**src/rtl/lfsr_bist_sequencer.sv**
```systemverilog
// Self-test sequencer for an LFSR generator/checker pair: seed load, lock acquisition,
// locked run window and optional single-bit corruption check, with pass/fail reporting.
module lfsr_bist_sequencer #(
  parameter int unsigned NB_SEED        = 8,
  parameter int unsigned NB_TMR         = 16,
  parameter int unsigned LOCK_TIMEOUT   = 64,
  parameter int unsigned RUN_CYCLES     = 256,
  parameter int unsigned UNLOCK_TIMEOUT = 32
) (
  input  logic               clk,
  input  logic               i_rst,
  input  logic               i_start,
  input  logic [NB_SEED-1:0] i_seed,
  input  logic               i_inject_en,
  input  logic               i_lock,
  output logic               o_valid,
  output logic               o_soft_reset,
  output logic [NB_SEED-1:0] o_seed,
  output logic               o_corrupt,
  output logic               o_busy,
  output logic               o_done,
  output logic               o_pass,
  output logic [1:0]         o_fail_code,
  output logic [NB_TMR-1:0]  o_lock_lat
);

  typedef enum logic [2:0] {
    StIdle, StSeed, StAcquire, StRun, StInject, StWaitUnlock, StDone
  } state_e;

  localparam logic [NB_TMR-1:0] LockLast   = NB_TMR'(LOCK_TIMEOUT - 1);
  localparam logic [NB_TMR-1:0] RunLast    = NB_TMR'(RUN_CYCLES - 1);
  localparam logic [NB_TMR-1:0] UnlockLast = NB_TMR'(UNLOCK_TIMEOUT - 1);

  state_e               state_q, state_d;
  logic [NB_TMR-1:0]    timer_q, timer_d, timer_inc;
  logic [NB_SEED-1:0]   seed_d;
  logic                 pass_d;
  logic [1:0]           code_d;
  logic [NB_TMR-1:0]    lat_d;

  // Saturating increment so a huge timeout never wraps back into range.
  assign timer_inc = (timer_q == '1) ? timer_q : timer_q + NB_TMR'(1);

  always_comb begin
    state_d = state_q;
    timer_d = timer_q;
    seed_d  = o_seed;
    pass_d  = o_pass;
    code_d  = o_fail_code;
    lat_d   = o_lock_lat;
    case (state_q)
      StIdle: begin
        if (i_start) begin
          state_d = StSeed;
          // An all-zero seed would lock the LFSR up, so substitute 1.
          seed_d  = (i_seed == '0) ? NB_SEED'(1) : i_seed;
          pass_d  = 1'b0;
          code_d  = 2'd0;
          lat_d   = '0;
        end
      end
      StSeed: begin
        state_d = StAcquire;
        timer_d = '0;
      end
      StAcquire: begin
        if (i_lock) begin
          state_d = StRun;
          lat_d   = timer_q;
          timer_d = '0;
        end else if (timer_q == LockLast) begin
          state_d = StDone;
          code_d  = 2'd1;
        end else begin
          timer_d = timer_inc;
        end
      end
      StRun: begin
        if (!i_lock) begin
          state_d = StDone;
          code_d  = 2'd2;
        end else if (timer_q == RunLast) begin
          if (i_inject_en) begin
            state_d = StInject;
          end else begin
            state_d = StDone;
            pass_d  = 1'b1;
          end
        end else begin
          timer_d = timer_inc;
        end
      end
      StInject: begin
        state_d = StWaitUnlock;
        timer_d = '0;
      end
      StWaitUnlock: begin
        if (!i_lock) begin
          state_d = StDone;
          pass_d  = 1'b1;
        end else if (timer_q == UnlockLast) begin
          state_d = StDone;
          code_d  = 2'd3;
        end else begin
          timer_d = timer_inc;
        end
      end
      StDone:  state_d = StIdle;
      default: state_d = StIdle;
    endcase
  end

  // Control outputs are decoded from the next state so they line up with the state register.
  always_ff @(posedge clk) begin
    if (i_rst) begin
      state_q      <= StIdle;
      timer_q      <= '0;
      o_seed       <= '0;
      o_pass       <= 1'b0;
      o_fail_code  <= 2'd0;
      o_lock_lat   <= '0;
      o_valid      <= 1'b0;
      o_soft_reset <= 1'b0;
      o_corrupt    <= 1'b0;
      o_busy       <= 1'b0;
      o_done       <= 1'b0;
    end else begin
      state_q      <= state_d;
      timer_q      <= timer_d;
      o_seed       <= seed_d;
      o_pass       <= pass_d;
      o_fail_code  <= code_d;
      o_lock_lat   <= lat_d;
      o_valid      <= state_d inside {StAcquire, StRun, StInject, StWaitUnlock};
      o_soft_reset <= (state_d == StSeed);
      o_corrupt    <= (state_d == StInject);
      o_busy       <= (state_d != StIdle);
      o_done       <= (state_d == StDone);
    end
  end

endmodule

```
**config.mk**
```make
export PLATFORM = sky130hd
export DESIGN_NAME = lfsr_bist_sequencer
export DESIGN_NICKNAME = d
export VERILOG_FILES = /design/src/rtl/lfsr_bist_sequencer.sv
export SDC_FILE = /design/constraint.sdc
export NUM_CORES = 1
export LEC_CHECK = 0
export ABC_AREA = 1
export BUFFER_PORTS_ARGS = -buffer_cell sky130_fd_sc_hd__buf_2
export CAP_MARGIN = 25
export CORE_AREA = 2 2 79 81
export CTS_CLUSTER_SIZE = 24
export DETAILED_ROUTE_END_ITERATION = 10
export DIE_AREA = 0 0 81 83
export GPL_TIMING_DRIVEN = 0
export PLACE_DENSITY = 0.74
export SKIP_CTS_REPAIR_TIMING = 1
export SYNTH_ARGS = -nofsm -noshare
export SYNTH_HDL_FRONTEND = slang
export SYNTH_SLANG_ARGS = --single-unit
```
**constraint.sdc**
```tcl
create_clock -name clk -period 1.7 [get_ports clk]
set_clock_uncertainty 0.2 [all_clocks]
set_input_delay 0 -clock clk [delete_from_list [all_inputs] [get_ports clk]]
set_output_delay 0 -clock clk [all_outputs]
set_load 0.01 [all_outputs]
```
==> key figures, run 1 <==
Detailed routing
  – Drt first-iter violations: 240
  – Wire per inst: 13.87 um
  – DRT Wirelength: 8255 um
  – DRC: 0
  – Final ANT Viol Nets: 0
  – Via count: 3141
  – Vias per cell: 5.279
  – Drt pass-1 iters: 5

GRT
  – GR Layer Usage met2: 38.24%
  – GRT busiest layer: met2
  – Total grt overflow: 0
  – Initial antenna violation count: 0
  – Largest net degree at the start of global routing: 18
  – Global-route usage over all layers: 22.11%
  – M1 GR Usage: 29.35%
  – Met3 Use GR: 3.696%
  – Vias in the first global route: 2739
  – Wire length of the first global-routing pass: 12300 um

Layout
  – Area Overhead vs Synth: 34.29%
  – Final Util: 66.74%
  – Share of cells above drive strength 1: 34.62%
  – Diode count: 0
  – Nets: 533

Logic synthesis
  – Ys flop type: dfxtp_1
  – Mapped cell area: 0.002890 mm^2
  – Adder-cell area share of the yosys netlist: 0.4329%
  – Number of synthesized flops with an enable pin: 0
  – Synth Area in XOR/XNOR: 1.818%
  – Seq/Total Area, Yosys: 35.32%
  – Syn_area_per_cell: 6.599 um^2
  – Ys async rst share: 0%
  – Largest family of logic cells by synthesized area: simple AND/OR/NAND/NOR gates
  – Syn_nets: 452
  – Synth Area in Simple Gates: 40.87%
  – Gate Count Post-Synth: 438
  – FF+latch count, synth: 51
  – Area contributors post-synth: dfxtp_1 (35%), nand2_1 (15%), nor2_1 (8.1%)
  – Largest area contributor in the netlist: dfxtp_1
  – Mux cell area share after synthesis: 0%
  – Complex-gate fraction of the synthesized area: 13.55%
  – Synth warn: 0
  – Most frequent cell after synthesis: nand2_1
  – Netlist cell types: 33
  – Post-synth top cells: nand2_1 (114), nor2_1 (62), dfxtp_1 (51)
  – Yosys top cell area share: 35.32%

Critical path
  – Critical Path Source: state_q[1]$_SDFF_PP0_
  – CP arrival: 1.95 ns
  – R2R setup slack: -0.22 ns
  – WP data required: 1.73 ns
  – Crit path capture type: flip-flop
  – Worst r2r src: state_q[1]$_SDFF_PP0_
  – Reg2reg end: timer_q[0]$_SDFFE_PP0P_
  – CP Launch Type: flip-flop
  – CP Class: reg2reg
  – Worst Setup EP: timer_q[0]$_SDFFE_PP0P_
  – Worst reg2reg path depth: 9
  – Critical Path Fanout Max: 7

Clock network
  – CTS tree: yes
  – CTS Buf Count: 5
  – CTS max path bufs: 2
  – H-tree lvl count: 2
  – TritonCTS Sinks: 51
  – CTS root buffer: clkbuf_8
  – Clk_lat worst skew: 0.31 ns
  – Clock transition at path regs: 0.10 ns

Timing
  – Hold Slack: -0.09669 ns
  – Setup_tns: -4.171 ns
  – Top achievable clock speed: 521.9 MHz
  – Setup violators final: 35
  – Final hold violations: 6
  – RSZ-0062 raised after global routing: yes
  – Relative slew margins: 55.60%
  – Setup ws final: -0.2160 ns
  – Post-route clock period utilization: 112.7%
  – Minimum clock period: 1.916 ns
  – Worst-Margin Slew: 0.6660 ns
  – Count of pins over their slew limit: 0

Power and ir drop
  – Peak supply drop: 0.6566 mV
  – Static Leakage: 1.796 nW
  – Power per Cell Area: 930.4 mW/mm^2

Placed design
  – Final Wtd Congestion: 0.9102
  – I/O Buffers: 43
  – Hpwl dp: 5426 um

Flow run
  – Total of max-cap violations: 0

Floorplan
  – Die Span Y: 83 um
  – Initial core utilization: 49.70%
  – Die footprint: 0.006723 mm^2
  – Core area: 0.005816 mm^2
  – Die X: 81 um
  – Num rows: 28
  – IO Count: 45

Hold path
  – HP Class: in2reg
  – Min-delay src: i_rst

Status
  – Status: complete, but fails checks
  – Failing checks: negative hold slack, negative setup slack
## placed cells by master (no fill, tap or decap), types with 5 or more instances in the layout
master	instances
a21oi_1	26
a21oi_2	10
buf_2	45
buf_4	18
buf_6	6
clkbuf_1	5
clkbuf_8	5
dfxtp_1	34
dfxtp_2	11
dfxtp_4	6
dlygate4sd3_1	10
inv_1	30
nand2_1	93
nand2_2	21
nand2_4	7
nand3_1	33
nand4_1	9
nor2_1	53
nor2_2	10
nor2_4	11
nor3_1	5
o21ai_0	27
xor2_1	5
## layout make-up
type	instances	area (um^2)
Clock buffer	5	68.82
Clock inverter	3	46.29
Multi-Input combinational cell	332	1834
Sequential cell	51	1057
Fill cell	505	1934
Inverter	38	160.2
Timing Repair Buffer	75	513.0
Tap cell	75	93.84
Timing Repair inverter	1	7.507
Buffer	15	100.1
## critical path, stage by stage, from the launching register on
cell and delay [ns]:
dfxtp_4 0.39, inv_1 0.10, a21oi_2 0.21, nand2_2 0.09, nor2_4 0.18, nand3_4 0.10, nor2_4 0.23, buf_6 0.16
nand2_1 0.05, a21oi_1 0.13
## worst min-delay path by stage
| stage | end | cells after the start |
|---|---|---|
| floorplan | o_seed[0]$_SDFFE_PP0P_ | 2 |
| global placement | o_seed[0]$_SDFFE_PP0P_ | 3 |
| detailed placement | o_seed[0]$_SDFFE_PP0P_ | 3 |
| CTS | o_seed[0]$_SDFFE_PP0P_ | 3 |
| global route | timer_q[9]$_SDFFE_PP0P_ | 2 |
| finish | timer_q[14]$_SDFFE_PP0P_ | 2 |
## per-layer routing
metal	share of wire, %	vias up
met5	0	-
met4	0.50	0
met3	4.5	4
met2	50	91
met1	45	1466
li1	-	1580
## registers in the layout (all words and copies together) (netlist names)
signal and cells:
o_valid 1, o_busy 1, o_fail_code 2, o_lock_lat 16, o_pass 1, o_corrupt 1, state_q 3, timer_q 16
o_seed 8, o_soft_reset 1, o_done 1
## through the flow
| stage | std cells | total power (W) | setup WS [ns] | hold slack [ns] | cell area, um^2 |
|---|---|---|---|---|---|
| CTS | 564 | 0.003283 | -0.2711 | -0.2948 | 3368 |
| floorplan | 438 | 0.002110 | -0.02975 | -0.07405 | 2944 |
| global route | 595 | 0.003811 | -0.2886 | -0.06059 | 3881 |
| global placement | 556 | 0.002388 | -0.2332 | 0.02088 | 3253 |
| detailed placement | 556 | 0.002408 | -0.2560 | 0.02962 | 3253 |
| finish | 595 | 0.003611 | -0.2160 | -0.09669 | 3881 |
## logic make-up (layout without fill, tap and decap cells)
| group | after synthesis | after routing |
|---|---|---|
| buf+inv | 55 | 137 |
| flops | 51 | 51 |
| simple gates | 254 | 254 |
| compound gates | 71 | 71 |
| fa+ha+maj | 1 | 1 |
| xor+xnor | 6 | 6 |
## power by group
| part | switching [W] | internal [W] | leakage [nW] |
|---|---|---|---|
| clock network | 0.000442 | 0.000444 | 0.0548 |
| logic | 0.000744 | 0.000544 | 1.31 |
| registers | 0.0000931 | 0.00134 | 0.427 |
Power figures use the tool's default switching activity.
==> run 2, diff against run 1 <==
--- a/config.mk
+++ b/config.mk
@@ -8,12 +8,12 @@
 export ABC_AREA = 1
 export BUFFER_PORTS_ARGS = -buffer_cell sky130_fd_sc_hd__buf_2
 export CAP_MARGIN = 25
-export CORE_AREA = 2 2 79 81
+export CORE_AREA = 2 2 75 77
 export CTS_CLUSTER_SIZE = 24
 export DETAILED_ROUTE_END_ITERATION = 10
-export DIE_AREA = 0 0 81 83
+export DIE_AREA = 0 0 77 79
 export GPL_TIMING_DRIVEN = 0
-export PLACE_DENSITY = 0.74
+export PLACE_DENSITY = 0.78
 export SKIP_CTS_REPAIR_TIMING = 1
 export SYNTH_ARGS = -nofsm -noshare
 export SYNTH_HDL_FRONTEND = slang
==> constraint.sdc (replaced) <==
create_clock -name clk -period 2 [get_ports clk]
set_clock_uncertainty 0.2 [all_clocks]
set_input_delay 0 -clock clk [delete_from_list [all_inputs] [get_ports clk]]
set_output_delay 0 -clock clk [all_outputs]
set_load 0.01 [all_outputs]
==> run 2 against run 1 <==
The flow finishes with violations (negative setup slack). Routed wire length decreased by 4.2%. Die area decreased by 9.5%. Critical path depth increased by 1. Final area decreased by 6.1%. Fmax decreased by 4.7%. Clock-buffer cell count unchanged. Largest cell class unchanged.
==> key figures, run 2 (synthesis results as in run 1) <==
Critical path
  – CP Class: reg2reg
  – Crit path capture type: flip-flop
  – Worst reg2reg path depth: 10 (+1)
  – R2R setup slack: -0.01 ns (+0.20 ns)
  – Critical Path Fanout Max: 5 (-2)
  – Worst Setup EP: timer_q[2]$_SDFFE_PP0P_
  – Worst r2r src: state_q[1]$_SDFF_PP0_
  – Reg2reg end: timer_q[2]$_SDFFE_PP0P_
  – WP data required: 1.97 ns (+0.24 ns)
  – Critical Path Source: state_q[1]$_SDFF_PP0_
  – CP Launch Type: flip-flop
  – CP arrival: 1.98 ns (+0.03 ns)

Detailed routing
  – DRT Wirelength: 7909 um (-4.2%)
  – Vias per cell: 5.422 (+2.7%)
  – Wire per inst: 13.57 um (-2.2%)
  – Drt first-iter violations: 300 (+25%)
  – Via count: 3161 (+0.64%)
  – Final ANT Viol Nets: 0 (unchanged)
  – DRC: 0 (unchanged)
  – Drt pass-1 iters: 5 (unchanged)

GRT
  – Largest net degree at the start of global routing: 16 (-2)
  – Global-route usage over all layers: 24.31% (+2.2 points)
  – Total grt overflow: 0 (unchanged)
  – Vias in the first global route: 2763 (+0.88%)
  – Wire length of the first global-routing pass: 12100 um (-1.6%)
  – Initial antenna violation count: 0 (unchanged)

Clock network
  – Clock transition at path regs: 0.10 ns (about the same)
  – Clk_lat worst skew: 0.31 ns (about the same)
  – TritonCTS Sinks: 51 (unchanged)
  – CTS root buffer: clkbuf_8
  – CTS tree: yes
  – CTS max path bufs: 2 (unchanged)
  – H-tree lvl count: 2 (unchanged)
  – CTS Buf Count: 5 (unchanged)

Timing
  – Setup ws final: -0.01137 ns (+0.2047 ns)
  – Hold Slack: 0.08869 ns (+0.1854 ns)
  – Final hold violations: 0 (-6)
  – Minimum clock period: 2.011 ns (+0.09534 ns)
  – Setup_tns: -0.01498 ns (+4.156 ns)
  – Count of pins over their slew limit: 0 (unchanged)
  – Post-route clock period utilization: 100.6% (-12 points)
  – Setup violators final: 4 (-89%)
  – Top achievable clock speed: 497.2 MHz (-4.7%)
  – Relative slew margins: 55.00% (-0.60 points)
  – Worst-Margin Slew: 0.6750 ns (+0.008970 ns)

Layout
  – Area Overhead vs Synth: 26.10%
  – Final Util: 68.28% (+1.5 points)
  – Top Registers: o_lock_lat x16, timer_q x16, o_seed x8
  – FILL cells: 494 (-2.2%)
  – Most frequent cells in the layout: nand2_1 (110), nor2_1 (56), buf_2 (47), dfxtp_1 (39), nand3_1 (35)
  – Commonest non-fill, non-tap cell in the layout: nand2_1
  – Non-Filler Cell Area, Final: 0.003645 mm^2 (-6.1%)
  – Share of cells above drive strength 1: 26.81% (-7.8 points)
  – Diode count: 0 (unchanged)
  – Nets: 525 (-1.5%)

Floorplan
  – Die X: 77 um (-4.9%)
  – Initial core utilization: 54.15% (+4.5 points)
  – Die footprint: 0.006083 mm^2 (-9.5%)
  – IO Count: 45 (unchanged)
  – Num rows: 27 (-3.6%)
  – Die Span Y: 79 um (-4.8%)
  – Core area: 0.005338 mm^2 (-8.2%)

Hold path
  – HP Class: in2reg

Status
  – Failing checks: negative setup slack
  – Status: complete, but fails checks

Placed design
  – Hpwl dp: 5478 um (+0.97%)
  – I/O Buffers: 43 (unchanged)
  – Final Wtd Congestion: 0.9489 (+4.3%)
  – Placed Area: 0.003196 mm^2 (-1.8%)

Power and ir drop
  – Peak supply drop: 0.6086 mV (-7.3%)
  – Power per Cell Area: 768.0 mW/mm^2 (-17%)
  – Static Leakage: 1.664 nW (-7.3%)

Flow run
  – Total of max-cap violations: 0 (unchanged)
==> run 2: cell types whose count changed in the layout (fill, tap and decap cells not counted), moves of 4 or more <==
cell | previous run | this run
buf_4 | 18 | 11
o21ai_0 | 27 | 31
dfxtp_1 | 34 | 39
nand2_1 | 93 | 110
buf_6 | 6 | 2
dfxtp_4 | 6 | 2
nand2_2 | 21 | 9
nand2_4 | 7 | 2
==> run 2: area by class of cell <==
class	count	area, um^2	share of cell area, %
Timing Repair Buffer	68	473.0	12.98
Buffer	15	87.58	2.403
Multi-Input combinational cell	332	1722	47.24
Sequential cell	51	1041	28.56
Inverter	38	148.9	4.085
Clock buffer	5	68.82	1.888
Tap cell	72	90.09	2.472
Clock inverter	2	13.76	0.3776
==> run 2: metrics by stage <==
stage          total power (W)  setup WS [ns]  cells
2_1_floorplan         0.001769         0.1567    438
3_3_place_gp          0.002004       -0.06267    553
3_5_place_dp          0.002022        -0.1194    553
4_1_cts               0.002602        -0.1465    560
5_1_grt               0.002957       -0.06650    583
6_report              0.002799       -0.01137    583
==> run 2: power by group <==
group          internal (W)  switching [W]
sequential          0.00114      0.0000792
clock              0.000240       0.000354
combinational      0.000402       0.000579
total               0.00179        0.00101
==> run 2: layer usage <==
layer  global-route usage [%]  routed length [um]  vias up
met1                    29.96                3378     1453
met4                    8.929                 227        0
li1                         -                   -     1557
met2                    41.93                3803      122
met5                        0                   0        -
met3                    5.227                 500       29
==> run 2: worst min-delay path by stage <==
stage                   start                         end  slack [ns]  cells past startpoint
floorplan           i_seed[0]      o_seed[0]$_SDFFE_PP0P_       -0.07                      2
global placement    i_seed[0]      o_seed[0]$_SDFFE_PP0P_        0.02                      3
detailed placement  i_seed[0]      o_seed[0]$_SDFFE_PP0P_        0.03                      3
CTS                 i_seed[0]      o_seed[0]$_SDFFE_PP0P_       -0.30                      3
global route          i_start  o_lock_lat[0]$_SDFFE_PP0P_        0.11                      6
finish                i_start      o_seed[7]$_SDFFE_PP0P_        0.09                      6
==> run 2: worst max-delay path: stages, from the launching register on <==
cell	delay, ns
dfxtp_2	0.40
inv_1	0.11
a21oi_2	0.19
nand2_1	0.10
nor2_2	0.22
nand2_4	0.09
nor2_4	0.16
nand2_4	0.11
clkbuf_16	0.17
nand2_1	0.07
a21oi_2	0.06
